===== src/rtl/sparc_ifu_starv_pick.sv =====
// Four-thread issue picker for the IFU switch stage: round-robin over ready
// threads, with threads whose starvation counter hit its limit taking priority.
module sparc_ifu_starv_pick (
  input  logic       clk,
  input  logic       reset,
  input  logic       se,
  input  logic       si,
  output logic       so,
  input  logic [3:0] thr_rdy,
  input  logic       swl_stall,
  input  logic [3:0] starv_limit,
  input  logic       clr_ovr_cnt,
  output logic [3:0] rst_ctr_l,
  output logic [3:0] pick_oh,
  output logic       pick_vld,
  output logic       pick_ovr,
  output logic [7:0] ovr_cnt
);

  // Handshake: pick_vld qualifies pick_oh and pick_ovr for exactly one cycle.
  // There is no back-pressure; the consumer must take the pick when valid.

  logic [1:0] last_pick;
  logic [1:0] sel_idx;
  logic [1:0] idx;
  logic [3:0] starv_set;
  logic [3:0] cand;
  logic [3:0] sel_oh;
  logic       go;
  logic       ovr;
  logic       found;
  logic       unused_scan;

  assign so          = 1'b0;
  assign unused_scan = se ^ si;

  assign go        = ~swl_stall & (|thr_rdy);
  assign starv_set = thr_rdy & starv_limit;
  assign ovr       = |starv_set;
  // Starving threads use the same rotation so several of them share fairly.
  assign cand      = ovr ? starv_set : thr_rdy;

  always_comb begin
    sel_oh  = 4'b0000;
    sel_idx = last_pick;
    idx     = 2'd0;
    found   = 1'b0;
    for (int k = 0; k < 4; k++) begin
      idx = last_pick + 2'(k + 1);
      if (!found && cand[idx]) begin
        sel_oh[idx] = 1'b1;
        sel_idx     = idx;
        found       = 1'b1;
      end
    end
  end

  // A counter runs only while its thread is ready and not picked.
  assign rst_ctr_l = {4{~reset}} & thr_rdy & ~({4{go}} & sel_oh);

  always_ff @(posedge clk) begin
    if (reset) begin
      last_pick <= 2'd3;
      pick_oh   <= 4'b0000;
      pick_vld  <= 1'b0;
      pick_ovr  <= 1'b0;
    end else begin
      pick_oh  <= go ? sel_oh : 4'b0000;
      pick_vld <= go;
      pick_ovr <= go & ovr;
      if (go) begin
        last_pick <= sel_idx;
      end
    end
  end

  // Clear beats a coincident increment; the count saturates rather than wraps.
  always_ff @(posedge clk) begin
    if (reset || clr_ovr_cnt) begin
      ovr_cnt <= 8'd0;
    end else if (go && ovr && (ovr_cnt != 8'hFF)) begin
      ovr_cnt <= ovr_cnt + 8'd1;
    end
  end

endmodule


===== config.mk =====
export PLATFORM = sky130hd
export DESIGN_NAME = sparc_ifu_starv_pick
export DESIGN_NICKNAME = d
export VERILOG_FILES = /design/src/rtl/sparc_ifu_starv_pick.sv
export SDC_FILE = /design/constraint.sdc
export NUM_CORES = 1
export LEC_CHECK = 0
export BUFFER_PORTS_ARGS = -buffer_cell sky130_fd_sc_hd__buf_4
export CORE_UTILIZATION = 50
export DETAILED_ROUTE_END_ITERATION = 8
export PLACE_DENSITY_LB_ADDON = 0.3
export SYNTH_ARGS = -nofsm -noshare
export SYNTH_HDL_FRONTEND = slang
export SYNTH_SLANG_ARGS = --single-unit

===== constraint.sdc =====
create_clock -name clk -period 7.05 [get_ports clk]
set_input_delay 1.41 -clock clk [delete_from_list [all_inputs] [get_ports clk]]
set_output_delay 1.41 -clock clk [all_outputs]
set_load 0.005 [all_outputs]

# Word level (Yosys, flattened, before mapping)
# Cells that the tools add are included.
[totals]
regBits = 16
wordCells = 77
input_bits = 14
[classes]
n_mux = 27
bitwise = 14
order_cmp = 8
addsub = 4
eq_ne = 1
n_reduce_logical = 18
[ops]
columns = ["operator", "n"]
rows = [
  ["$mux W4", 5],
  ["$and A4 B4 Y4", 4],
  ["$lt A2 B3 Y1 const B", 4],
  ["$or A4 B4 Y4", 3],
  ["$mux W1", 11],
  ["$logic_and A1 B1 Y1", 9],
  ["$add A8 B1 Y8 const B", 1],
  ["$bmux W1 S2", 4],
  ["$demux W1 S2", 4],
  ["$ge A2 B1 Y1 const B", 4],
  ["$ne A8 B8 Y1 const B", 1],
  ["$reduce_or A4 Y1", 2],
  ["$mux W2", 3],
  ["$add A2 B2 Y2 const B", 2],
  ["$not A1 Y1", 4],
  ["$not A4 Y4", 1],
  ["$logic_not A1 Y1", 3],
  ["$reduce_and A3 Y1", 1],
  ["$reduce_bool A3 Y1", 1],
  ["$add A2 B1 Y2 const B", 1],
  ["$and A1 B1 Y1", 2],
  ["$reduce_or A2 Y1", 1],
  ["$logic_or A1 B1 Y1", 1],
]

# Longest topological paths before layout
[logic_depth]
depth_word = 18
mapped_depth = 11
depth_no_buf = 8

# Least setup slack after synthesis
# OpenSTA, ideal clock, no wires.
[synth_path]
kind = "input-to-output"
start = "in starv_limit[0]"
end = "out rst_ctr_l[2]"
required_ns = 5.640
slack_ns = 2.707
cell_stages = 7
t_arrival_ns = 2.933
cell_sequence = "clkbuf_2 and2_1 a31o_2 a211oi_4 or3b_1 a31oi_1 a2111oi_2"
[synth_via]
elab_chain_cells = 18
word_cells_on_any_way = 30
cone_classes = "mux: 16; bitwise: 7; reduce/logical: 7"
[synth_rtl]
columns = ["element", "line_no", "text"]
rows = [
  ["start: declaration", "11", "input logic [3:0] starv_limit,"],
  ["$and A4 B4 Y4 *", "38", "assign starv_set = thr_rdy & starv_limit;"],
  ["$reduce_or A4 Y1", "39", "assign ovr = |starv_set;"],
  ["$mux W4 *", "41", "assign cand = ovr ? starv_set : thr_rdy;"],
  ["$bmux W1 S2", "50", "if (!found && cand[idx]) begin"],
  ["$mux W1 (implied by the code)", "50", ""],
  ["$mux W1", "50", ""],
  ["$logic_not A1 Y1", "50", ""],
  ["$logic_and A1 B1 Y1", "50", ""],
  ["(+2 left out)", "-", ""],
  ["$logic_and A1 B1 Y1", "50", ""],
  ["$mux W1", "50", ""],
  ["$logic_not A1 Y1", "50", ""],
  ["$logic_and A1 B1 Y1", "50", ""],
  ["$mux W4 *", "50", ""],
  ["$and A4 B4 Y4 *", "59", "assign rst_ctr_l = {4{~reset}} & thr_rdy & ~({4{go}} & sel_oh);"],
  ["$not A4 Y4 *", "59", ""],
  ["$and A4 B4 Y4 *", "59", ""],
  ["end: declaration", "13", "output logic [3:0] rst_ctr_l,"],
]
# Mark *: on every way between the ends. The rest lies on a longest branch, timed or not. The select of a mux whose other input is x is not followed.

# Worst setup path after layout
[layout_path]
start = "reg last_pick[0]"
end = "out rst_ctr_l[3]"
[layout_via]
elab_chain_cells = 16
word_cells_on_any_way = 50
cone_classes = "add/sub: 3; order compare: 8; mux: 23; bitwise: 6; reduce/logical: 10"
[layout_rtl]
columns = ["element", "line_no", "text"]
rows = [
  ["start: declaration", "23", "logic [1:0] last_pick;"],
  ["start signal: assignment", "72", "last_pick <= sel_idx;"],
  ["parallel branches: the longest is 12 deep, another holds $lt A2 B3 Y1", "-", ""],
  ["$mux W4 *", "50", ""],
  ["$and A4 B4 Y4 *", "59", ""],
  ["$not A4 Y4 *", "59", ""],
  ["$and A4 B4 Y4 *", "59", ""],
]
# Mark *: on every way between the ends. The select of a mux whose other input is x is not followed.

==> summary.md <==
| Metric | Value |
|---|---|
| Vert. Die Dim | `57.7 um` |
| Number of global-route vias before repair | `1389` |
| #FFs+latches synth | `16` |
| Critical path class | `reg2out` |
| Vias/cell | `6.53` |
| CP max stage cell | `dfxtp_1` |
| Root Buffer | `clkbuf_4` |
| Maximum VDD drop | `0.000129 V` |
| Power share of the sequential group | `0.281` |
| Startpoint Class | `flip-flop` |
| Starting Density | `0.544` |
| Power density over cell area | `250 nW/um^2` |
| Port Buffers | `29` |
| NetSw | `206 uW` |
| # diodes | `0` |
| First-pass GRT wire length | `6430 um` |
| Critical Path AT | `3.76 ns` |
| DR iter-0 viols | `109` |
| Post-synthesis async set-or-reset flop share | `0` |
| Crit path cell chain | `inv_1 -> ha_1 -> o21ai_0 -> a2111oi_2 -> nor2_2 -> o41ai_1 -> o41ai_1 -> buf_4` |
| Sequential-to-total area share from yosys stat | `0.206` |
| Die X | `57.7 um` |
| Smallest hold slack | `0.581 ns` |
| Clock skew | `0.00609 ns` |
| Fin nets | `236` |
| Most frequent cells in the layout | `29 x buf_4, 18 x nor2_1, 16 x dfxtp_1` |
| Wire length per cell | `15.7 um` |
| Sw Share | `0.471` |
| Final period utilization | `0.734` |
| Layout cells sized above 1 | `0.241` |
| Vias | `1588` |
| Critical Path Most Common Cell | `o41ai_1` |
| Max incr delay on CP | `0.70 ns` |
| Post-Syn Nets | `217` |
| Final setup vio count | `0` |
| Gp weighted congestion | `0.901` |
| IO Pins | `33` |
| Initial antenna violation count | `0` |
| Hold buffers post-CTS | `0` |
| Worst-case clock buffer depth | `2` |
| ANT nets after route | `0` |
| CP required | `5.64 ns` |
| Commonest non-fill, non-tap cell in the layout | `buf_4` |
| Comb power frac | `0.614` |
| Total GRT Usage | `0.241` |
| Worst-Skew Late Latency | `0.28 ns` |
| Total routed wirelength | `3820 um` |
| Worst Tran Pin Value | `0.586 ns` |
| Number of distinct library cells after synthesis | `61` |
| Final Hold Fails | `0` |
| Synth Warn # | `0` |
| CTS tree | `done` |
| Violated checks | `design-rule violations` |
| Setup bufs post-CTS | `0` |
| Post-synthesis instance total | `195` |
| # rows | `19` |
| Post-synth EDFFs | `0` |
| Footprint of the multi-input gates | `1110 um^2` |
| Layout area overhead | `12.3%` |
| Max Cap Viol | `0` |
| Fill cells | `246` |
| H-tree Lvls | `1` |
| Post-layout util | `0.611` |
| Post-cts sizing count | `0` |
| Critical Path End Type | `output pin` |
| Critical-path maximum fanout | `16` |
| Register area | `320 um^2` |
| Clock sink total | `16` |
| Pint | `231 uW` |
| DP HPWL | `2890 um` |
| Netlist Area Pre-Place | `1550 um^2` |
| Mean Syn Cell Area | `7.96 um^2` |
| Grt total ovfl | `0` |
| Critical path buffers and inverters | `2` |
| F_max | `193 MHz` |
| Total CTS buffers | `3` |
| Initial DRT Pass Iterations | `8` |
| Worst-path clk slew | `0.08 ns` |
| Final TNS setup | `0 ns` |
| Hold crit path type | `reg2reg` |
| Status | `complete, but fails checks` |
| Die ar. | `3330 um^2` |
| # DRC | `1` |
| Ys flop type | `dfxtp_1` |
| Largest net degree at the start of global routing | `18` |
| Lkg Pwr | `0.000736 uW` |
| Unrepaired setup endpoints after global routing | `no` |
| Clk pwr share | `0.105` |
| Pins Over Slew Limit | `0` |
| Critical path's top delay family | `compound AO/OA/AOI/OAI gates` |
| Tmin final | `5.17 ns` |
| Slew HR | `0.609` |
| Core box area | `2850 um^2` |
## power groups by stage
stage	clock network [uW]	logic (uW)	registers, uW
floorplan	0	218	112
global placement	0	257	124
detailed placement	0	263	125
CTS	47.2	264	122
global route	49.9	297	125
finish	45.7	268	123
## final cells by class
class,instances,area share
multi-input cells,156,0.639
repair buffers,29,0.125
inverters,8,0.0172
flip-flops and latches,16,0.184
clock buffers,3,0.0129
well taps,31,0.0222
## layer usage
metal | wire length [um] | vias to the layer above | part of all wire | track usage
met5 | 0 | - | 0 | 0
met1 | 1650 | 746 | 0.43 | 0.323
met4 | 21 | 0 | 0.0055 | 0.0374
met2 | 1880 | 67 | 0.49 | 0.409
met3 | 266 | 4 | 0.070 | 0.0513
li1 | - | 771 | - | -
## worst paths after layout
path | startpoint | endpoint | slack, ns | cells past startpoint
worst min-delay path | ovr_cnt[1] | ovr_cnt[1] | 0.58 | 2
worst max register to register | last_pick[0] | pick_oh[1] | 3.62 | 7
worst max-delay path | last_pick[0] | rst_ctr_l[3] | 1.88 | 8
worst min register to register | ovr_cnt[1] | ovr_cnt[1] | 0.58 | 2
## tightest hold or removal path: cells and delay by family, from the launching register on
family,cells,cell delay (ns)
DFF,1,0.34
muxes,1,0.14
and+or+nand+nor,1,0.05
## Yosys cell counts (all sizes together) (2+ instances only)
cell type	number	area, um^2
nor2	19	73.8
dfxtp	16	320
nand2	14	52.6
a21oi	10	50.1
buf	10	66.3
ha	8	100
inv	8	30.0
nor3	8	40.0
nand3	7	35.0
o21ai	7	35.0
o41ai	6	52.6
clkbuf	5	21.3
nand4	5	31.3
or2	5	31.3
xor2	5	43.8
o211a	4	40.0
o211ai	4	30.0
a31oi	3	25.0
and3	3	18.8
mux2i	3	30.0
nand2b	3	18.8
nor3b	3	27.5
o31a	3	26.3
a2111oi	2	30.0
a211oi	2	27.5
a222oi	2	20.0
a22oi	2	25.0
mux2	2	22.5
o21a	2	15.0
o21bai	2	15.0
or3b	2	17.5
## metrics by stage
| stage | instances | total power (uW) | setup slack (ns) | instance area [um^2] |
|---|---|---|---|---|
| after detailed placement | 240 | 388 | 2.22 | 1720 |
| after global placement | 240 | 381 | 2.26 | 1720 |
| after floorplan | 195 | 330 | 2.71 | 1550 |
| final | 243 | 436 | 1.88 | 1740 |
| after global routing | 243 | 472 | 1.58 | 1740 |
| after CTS | 243 | 433 | 1.91 | 1740 |
## sequential cells by signal, summed over array words and instances, names as in the netlist
signal,flops
last_pick,2
ovr_cnt,8
pick_oh,4
pick_ovr,1
pick_vld,1
## kinds of logic (layout without fill, tap and decap cells)
kind of cell,after synthesis,after routing,share of synthesized area
and+or+nand+nor,75,75,0.254
DFF,16,16,0.206
other,1,1,0.00242
adders and majority gates,8,8,0.0645
buffers and inverters,23,40,0.0757
AOI/OAI and AO/OA,61,61,0.330
xor gates and xnor gates,6,6,0.0338
muxes,5,5,0.0338
(Power assumes the default switching activity.)
